--- config.mk ---
export PLATFORM = sky130hd
export DESIGN_NAME = fp8_to_fixed_conv
export DESIGN_NICKNAME = d
export VERILOG_FILES = /design/src/rtl/fp8_pkg.sv /design/src/rtl/fp8_to_fixed_conv.sv
export SDC_FILE = /design/constraint.sdc
export NUM_CORES = 1
export LEC_CHECK = 0
export CORE_MARGIN = 2
export CORE_UTILIZATION = 62
export CTS_BUF_LIST = sky130_fd_sc_hd__clkbuf_4
export DETAILED_ROUTE_END_ITERATION = 7
export PLACE_DENSITY_LB_ADDON = 0.2
export SETUP_SLACK_MARGIN = 0.02
export SLEW_MARGIN = 20
export SYNTH_ARGS = -nofsm -noshare
export SYNTH_HDL_FRONTEND = slang
export SYNTH_SLANG_ARGS = --single-unit
--- constraint.sdc ---
create_clock -name clk -period 4.5 [get_ports clk]
set_clock_uncertainty 0.2 [all_clocks]
set_input_delay 1.125 -clock clk [delete_from_list [all_inputs] [get_ports clk]]
set_output_delay 1.125 -clock clk [all_outputs]
set_load 0.01 [all_outputs]
--- src/rtl/fp8_pkg.sv ---
// Shared definitions for the 8-bit minifloat datapath (adder and converters).
// Format: sign[7] | exponent[6:3] (bias 7) | mantissa[2:0] (hidden 1, no denormals).
// Exponent 15 is reserved for inf (mantissa 0) and NaN (mantissa != 0).
// exp 0 with mant 0 is the adder's zero encoding.
package fp8_pkg;

  localparam int unsigned EXP_W       = 4;
  localparam int unsigned MANT_W      = 3;
  localparam int unsigned FP8_BIAS    = 7;
  localparam int unsigned EXP_SPECIAL = 15;

  typedef enum logic [1:0] {
    StIdle,
    StShift,
    StFix,
    StDone
  } conv_state_e;

  function automatic logic is_nan(input logic [EXP_W-1:0] e, input logic [MANT_W-1:0] m);
    return (e == EXP_W'(EXP_SPECIAL)) && (m != '0);
  endfunction

  function automatic logic is_inf(input logic [EXP_W-1:0] e, input logic [MANT_W-1:0] m);
    return (e == EXP_W'(EXP_SPECIAL)) && (m == '0);
  endfunction

  // Sign is ignored: both 0x00 and 0x80 mean zero.
  function automatic logic is_zero(input logic [EXP_W-1:0] e, input logic [MANT_W-1:0] m);
    return (e == '0) && (m == '0);
  endfunction

endpackage

--- src/rtl/fp8_to_fixed_conv.sv ---
// Converts one fp8 operand into a signed two's-complement fixed-point word with
// FRAC_BITS fractional bits, shifting the magnitude one bit per cycle.
//
// Ports:
//   clk, rst_n            clock, synchronous active-low reset
//   in_data/valid/ready   fp8 operand handshake; in_ready is high only in idle
//   out_data/valid/ready  fixed-point result handshake; result held until out_ready
//   out_nan, out_inf      result came from a NaN / an infinity (saturated) input
//
// Optional build macro FP8_CONV_ROUND_EN: right shifts keep guard and sticky bits
// and the magnitude is rounded to nearest, ties to even, before negation.
// Without it right shifts truncate toward zero.
module fp8_to_fixed_conv
  import fp8_pkg::*;
#(
  parameter int unsigned FRAC_BITS = 6,
  parameter int unsigned OUT_W     = 16
) (
  input  logic             clk,
  input  logic             rst_n,
  input  logic [7:0]       in_data,
  input  logic             in_valid,
  output logic             in_ready,
  output logic [OUT_W-1:0] out_data,
  output logic             out_valid,
  input  logic             out_ready,
  output logic             out_nan,
  output logic             out_inf
);

  localparam int unsigned CntW = $clog2(OUT_W) + 1;

  conv_state_e state_q, state_d;

  logic [OUT_W-1:0] mag_q, mag_d;
  logic [CntW-1:0]  cnt_q, cnt_d;
  logic             dir_q, dir_d;
  logic             sign_q, sign_d;
  logic [OUT_W-1:0] out_data_q, out_data_d;
  logic             out_valid_q, out_valid_d;
  logic             nan_q, nan_d;
  logic             inf_q, inf_d;
`ifdef FP8_CONV_ROUND_EN
  logic             guard_q, guard_d;
  logic             sticky_q, sticky_d;
`endif

  logic [EXP_W-1:0]  in_exp;
  logic [MANT_W-1:0] in_mant;
  logic              in_nan, in_inf, in_zero, in_special;
  int                shift_amt;
  int                shift_abs;
  logic [OUT_W-1:0]  mag_fix;

  assign in_exp     = in_data[6:3];
  assign in_mant    = in_data[2:0];
  assign in_nan     = is_nan(in_exp, in_mant);
  assign in_inf     = is_inf(in_exp, in_mant);
  assign in_zero    = is_zero(in_exp, in_mant);
  assign in_special = in_nan | in_inf | in_zero;

  // {1,m} is the mantissa scaled by 2^MANT_W, so the net shift is e - bias - MANT_W + FRAC_BITS.
  always_comb begin
    shift_amt = int'({28'd0, in_exp}) - int'(FP8_BIAS + MANT_W) + int'(FRAC_BITS);
    shift_abs = (shift_amt < 0) ? -shift_amt : shift_amt;
  end

`ifdef FP8_CONV_ROUND_EN
  assign mag_fix = mag_q + OUT_W'(guard_q & (sticky_q | mag_q[0]));
`else
  assign mag_fix = mag_q;
`endif

  // State register
  always_ff @(posedge clk) begin
    if (!rst_n) state_q <= StIdle;
    else        state_q <= state_d;
  end

  // Next-state logic. SHIFT leaves on its last shift (cnt <= 1) so the final
  // shift and the move to FIX share one edge.
  always_comb begin
    state_d = state_q;
    unique case (state_q)
      StIdle:  if (in_valid) state_d = in_special ? StDone : StShift;
      StShift: if (cnt_q <= CntW'(1)) state_d = StFix;
      StFix:   state_d = StDone;
      StDone:  if (out_ready) state_d = StIdle;
      default: state_d = StIdle;
    endcase
  end

  // Datapath next-state
  always_comb begin
    mag_d       = mag_q;
    cnt_d       = cnt_q;
    dir_d       = dir_q;
    sign_d      = sign_q;
    out_data_d  = out_data_q;
    out_valid_d = out_valid_q;
    nan_d       = nan_q;
    inf_d       = inf_q;
`ifdef FP8_CONV_ROUND_EN
    guard_d     = guard_q;
    sticky_d    = sticky_q;
`endif
    unique case (state_q)
      StIdle: begin
        if (in_valid) begin
          sign_d = in_data[7];
          nan_d  = in_nan;
          inf_d  = in_inf;
          mag_d  = OUT_W'({1'b1, in_mant});
          cnt_d  = CntW'(shift_abs);
          dir_d  = (shift_amt < 0);
`ifdef FP8_CONV_ROUND_EN
          guard_d  = 1'b0;
          sticky_d = 1'b0;
`endif
          if (in_nan || in_zero) begin
            out_data_d  = '0;
            out_valid_d = 1'b1;
          end else if (in_inf) begin
            // Symmetric saturation: +/-(2^(OUT_W-1)-1)
            out_data_d  = in_data[7] ? {1'b1, {(OUT_W-2){1'b0}}, 1'b1}
                                     : {1'b0, {(OUT_W-1){1'b1}}};
            out_valid_d = 1'b1;
          end
        end
      end
      StShift: begin
        if (cnt_q != '0) begin
          cnt_d = cnt_q - CntW'(1);
          if (dir_q) begin
            mag_d = mag_q >> 1;
`ifdef FP8_CONV_ROUND_EN
            guard_d  = mag_q[0];
            sticky_d = sticky_q | guard_q;
`endif
          end else begin
            mag_d = mag_q << 1;
          end
        end
      end
      StFix: begin
        out_data_d  = sign_q ? (OUT_W'(0) - mag_fix) : mag_fix;
        out_valid_d = 1'b1;
      end
      StDone: begin
        if (out_ready) out_valid_d = 1'b0;
      end
      default: ;
    endcase
  end

  always_ff @(posedge clk) begin
    if (!rst_n) begin
      mag_q       <= '0;
      cnt_q       <= '0;
      dir_q       <= 1'b0;
      sign_q      <= 1'b0;
      out_data_q  <= '0;
      out_valid_q <= 1'b0;
      nan_q       <= 1'b0;
      inf_q       <= 1'b0;
`ifdef FP8_CONV_ROUND_EN
      guard_q     <= 1'b0;
      sticky_q    <= 1'b0;
`endif
    end else begin
      mag_q       <= mag_d;
      cnt_q       <= cnt_d;
      dir_q       <= dir_d;
      sign_q      <= sign_d;
      out_data_q  <= out_data_d;
      out_valid_q <= out_valid_d;
      nan_q       <= nan_d;
      inf_q       <= inf_d;
`ifdef FP8_CONV_ROUND_EN
      guard_q     <= guard_d;
      sticky_q    <= sticky_d;
`endif
    end
  end

  // Outputs
  always_comb begin
    in_ready  = (state_q == StIdle);
    out_data  = out_data_q;
    out_valid = out_valid_q;
    out_nan   = nan_q;
    out_inf   = inf_q;
  end

endmodule

==> qor.yml <==
outcome:
  status: "completed"
yosys:
  netlist_instances: 314
  synth_cell_types: 43
  async_reset_ff_share_pct: 0
  synth-edff-count: 0
  syn-cell-area_mm2: 0.00256
  synth-seq-cells: 44
  avgSynthCellArea_um2: 8.17
  ys_seq_area_share_pct: 34.3
  synthFlopType: "dfxtp_1"
  synth_nets: 337
  yosys_warnings: 0
hold_path:
  hp-class: "reg2reg"
finish:
  nets: 354
  diodes: 0
  fillerInstances: 344
  drive_gt1_share_pct: 8.43
  fin_util_pct: 73.4
  syn_to_final_growth_pct: 14.5
  fin_cells: 382
  final_cell_mix: "44 x nand2_1, 44 x dfxtp_1, 31 x clkdlybuf4s50_1"
global_routing:
  antenna_found_initial: 0
  grt_max_degree: 32
  grt_pass1_vias: 1940
  grt.overflow.total: 0
  grt_use_total_pct: 25.2
  grt_pass1_wl_um: 8880
detailed_routing:
  drtAntennaViolNets: 0
  drtPass1Iterations: 4
  drc: 0
  vias: 2250
  routed_wirelength_um: 5510
  wl_per_cell_um: 14.4
  drtIter0Drc: 150
  vias_per_cell: 5.89
clock_tree:
  clock_latency_ns: 0.38
  cts.sinks: 44
  cts_tree: "yes"
  clk_pin_slew_ns: 0.13
  clk_path_buf_depth: 2
  ctsResizeCount: 0
  cts_setup_buffers: 0
  cts_max_level: 2
  cts_buffers: 5
  root_buffer: "clkbuf_4"
  postCtsHoldBufs: 0
pwr:
  finalPower_w: 0.00170
  p_per_area_mw_per_mm2: 579
  peakVddDrop_mv: 0.309
  power_leakage_nw: 1.10
timing:
  setup_violations: 0
  grt_setup_unrepaired: "no"
  max_freq_mhz: 311
  report.final.slew_viol_count: 0
  fin_tns_setup_ns: 0
  hold_viol: 0
  worst_pin_slew_ns: 1.04
  finalCriticalPeriod_ns: 3.21
  fin_crit_sh_pct: 71.4
  relSlewSlack_pct: 30.9
  timing.hold.ws_ns: 0.290
placement:
  routabilityCongestion: 0.773
  dp_hpwl_um: 3860
  placedCellCount: 374
  port_buffers: 31
worst_setup_path:
  critPathRequiredTime_ns: 3.17
  worst_path_largest_cell_delay_ns: 0.62
  crit_chain: "inv_1 > ha_1 > clkdlybuf4s50_1"
  criticalPathCategory: "reg2out"
  cp-start-kind: "flip-flop"
  cp-end-kind: "output pin"
  crit_arrival_ns: 1.89
  slowest_stage: "clkdlybuf4s50_1"
  crit_path_max_fanout: 12
floorplan:
  io_pins: 32
  row_count: 23
  dieArea_mm2: 0.00467
  start_util_pct: 64.1
  die_y_um: 68.3
  die_w_um: 68.3
  coreArea_mm2: 0.00400
job:
  drv_cap: 0
-- metrics by stage --
stage | worst slack (ns) | area [um^2]
after floorplan | 1.73 | 2560
after global placement | 1.27 | 2860
after detailed placement | 1.17 | 2860
after CTS | 1.29 | 2940
after global routing | 1.15 | 2940
final | 1.29 | 2940
-- critical path: cells and delay by family, from the launching register on --
family     cells  cell delay, ns
buf+inv        2            0.73
fa+ha+maj      1            0.42
flops          1            0.37
-- cell type report --
class / count / area (um^2) / area share, %
multi-input combinational: 232 / 1530 / 51.9
sequential: 44 / 881 / 30.0
timing repair buffer: 35 / 340 / 11.6
tap: 50 / 62.6 / 2.13
inverter: 13 / 48.8 / 1.66
clock inverter: 3 / 42.5 / 1.45
clock buffer: 5 / 37.5 / 1.28
-- synthesized netlist by cell type, drive strengths merged, types with 3 or more instances --
cell    number  share of area [%]
inv         13                1.9
buf          5                1.4
a21oi       19                3.7
xnor2       14                4.8
o41ai        4                2.1
o31ai        7                2.0
nor2b        3               0.73
nand2       44                6.4
o211ai       7                2.0
nor3         4               0.78
nor2        11                1.6
dfxtp       44                 34
mux2i        3                1.2
o21ai       27                5.3
a21boi      18                5.3
mux2        11                4.8
or4          3                1.0
ha          11                5.4
clkbuf      20                2.9
or3          4               0.98
nand3       18                3.5
-- metal layers --
metal / global-route usage (%) / wire [um] / up-vias / share of wire, %
met5: 0 / 0 / - / 0
met2: 39.8 / 2470 / 43 / 45
met3: 6.58 / 222 / 7 / 4.0
li1: - / - / 1154 / -
met4: 8.00 / 57 / 0 / 1.0
met1: 33.3 / 2760 / 1046 / 50
-- registers in the layout, summed over array words and instances, names as in the netlist --
signal and cells:
sign_q 1, out_inf 1, out_valid 1, cnt_q 5
out_data 16, out_nan 1, mag_fix 16, dir_q 1
state_q 2
-- cells by family after synthesis --
logic type	synth area share, %
AO/OA/AOI/OAI	26.2
XOR/XNOR	4.78
adder cells (fa/ha/maj)	5.37
buffers and inverters	6.20
flip-flops	34.3
multiplexers	6.00
AND/OR/NAND/NOR	17.1
-- where the power goes --
part           total [W]  internal (W)  switching, W  leakage [nW]
sequential      0.000582      0.000491     0.0000909         0.359
clock           0.000254      0.000116      0.000138        0.0412
combinational   0.000865      0.000370      0.000494         0.699
-- path summary, 6_finish.rpt --
check / cells after the start / slack (ns) / startpoint / endpoint
max: 3 / 1.29 / state_q[0] / in_ready
min: 2 / 0.29 / out_nan / out_nan
max reg2reg: 7 / 1.48 / state_q[1] / mag_fix[3]
min reg2reg: 2 / 0.29 / out_nan / out_nan
Note: power is estimated with default switching activity, not from simulation.
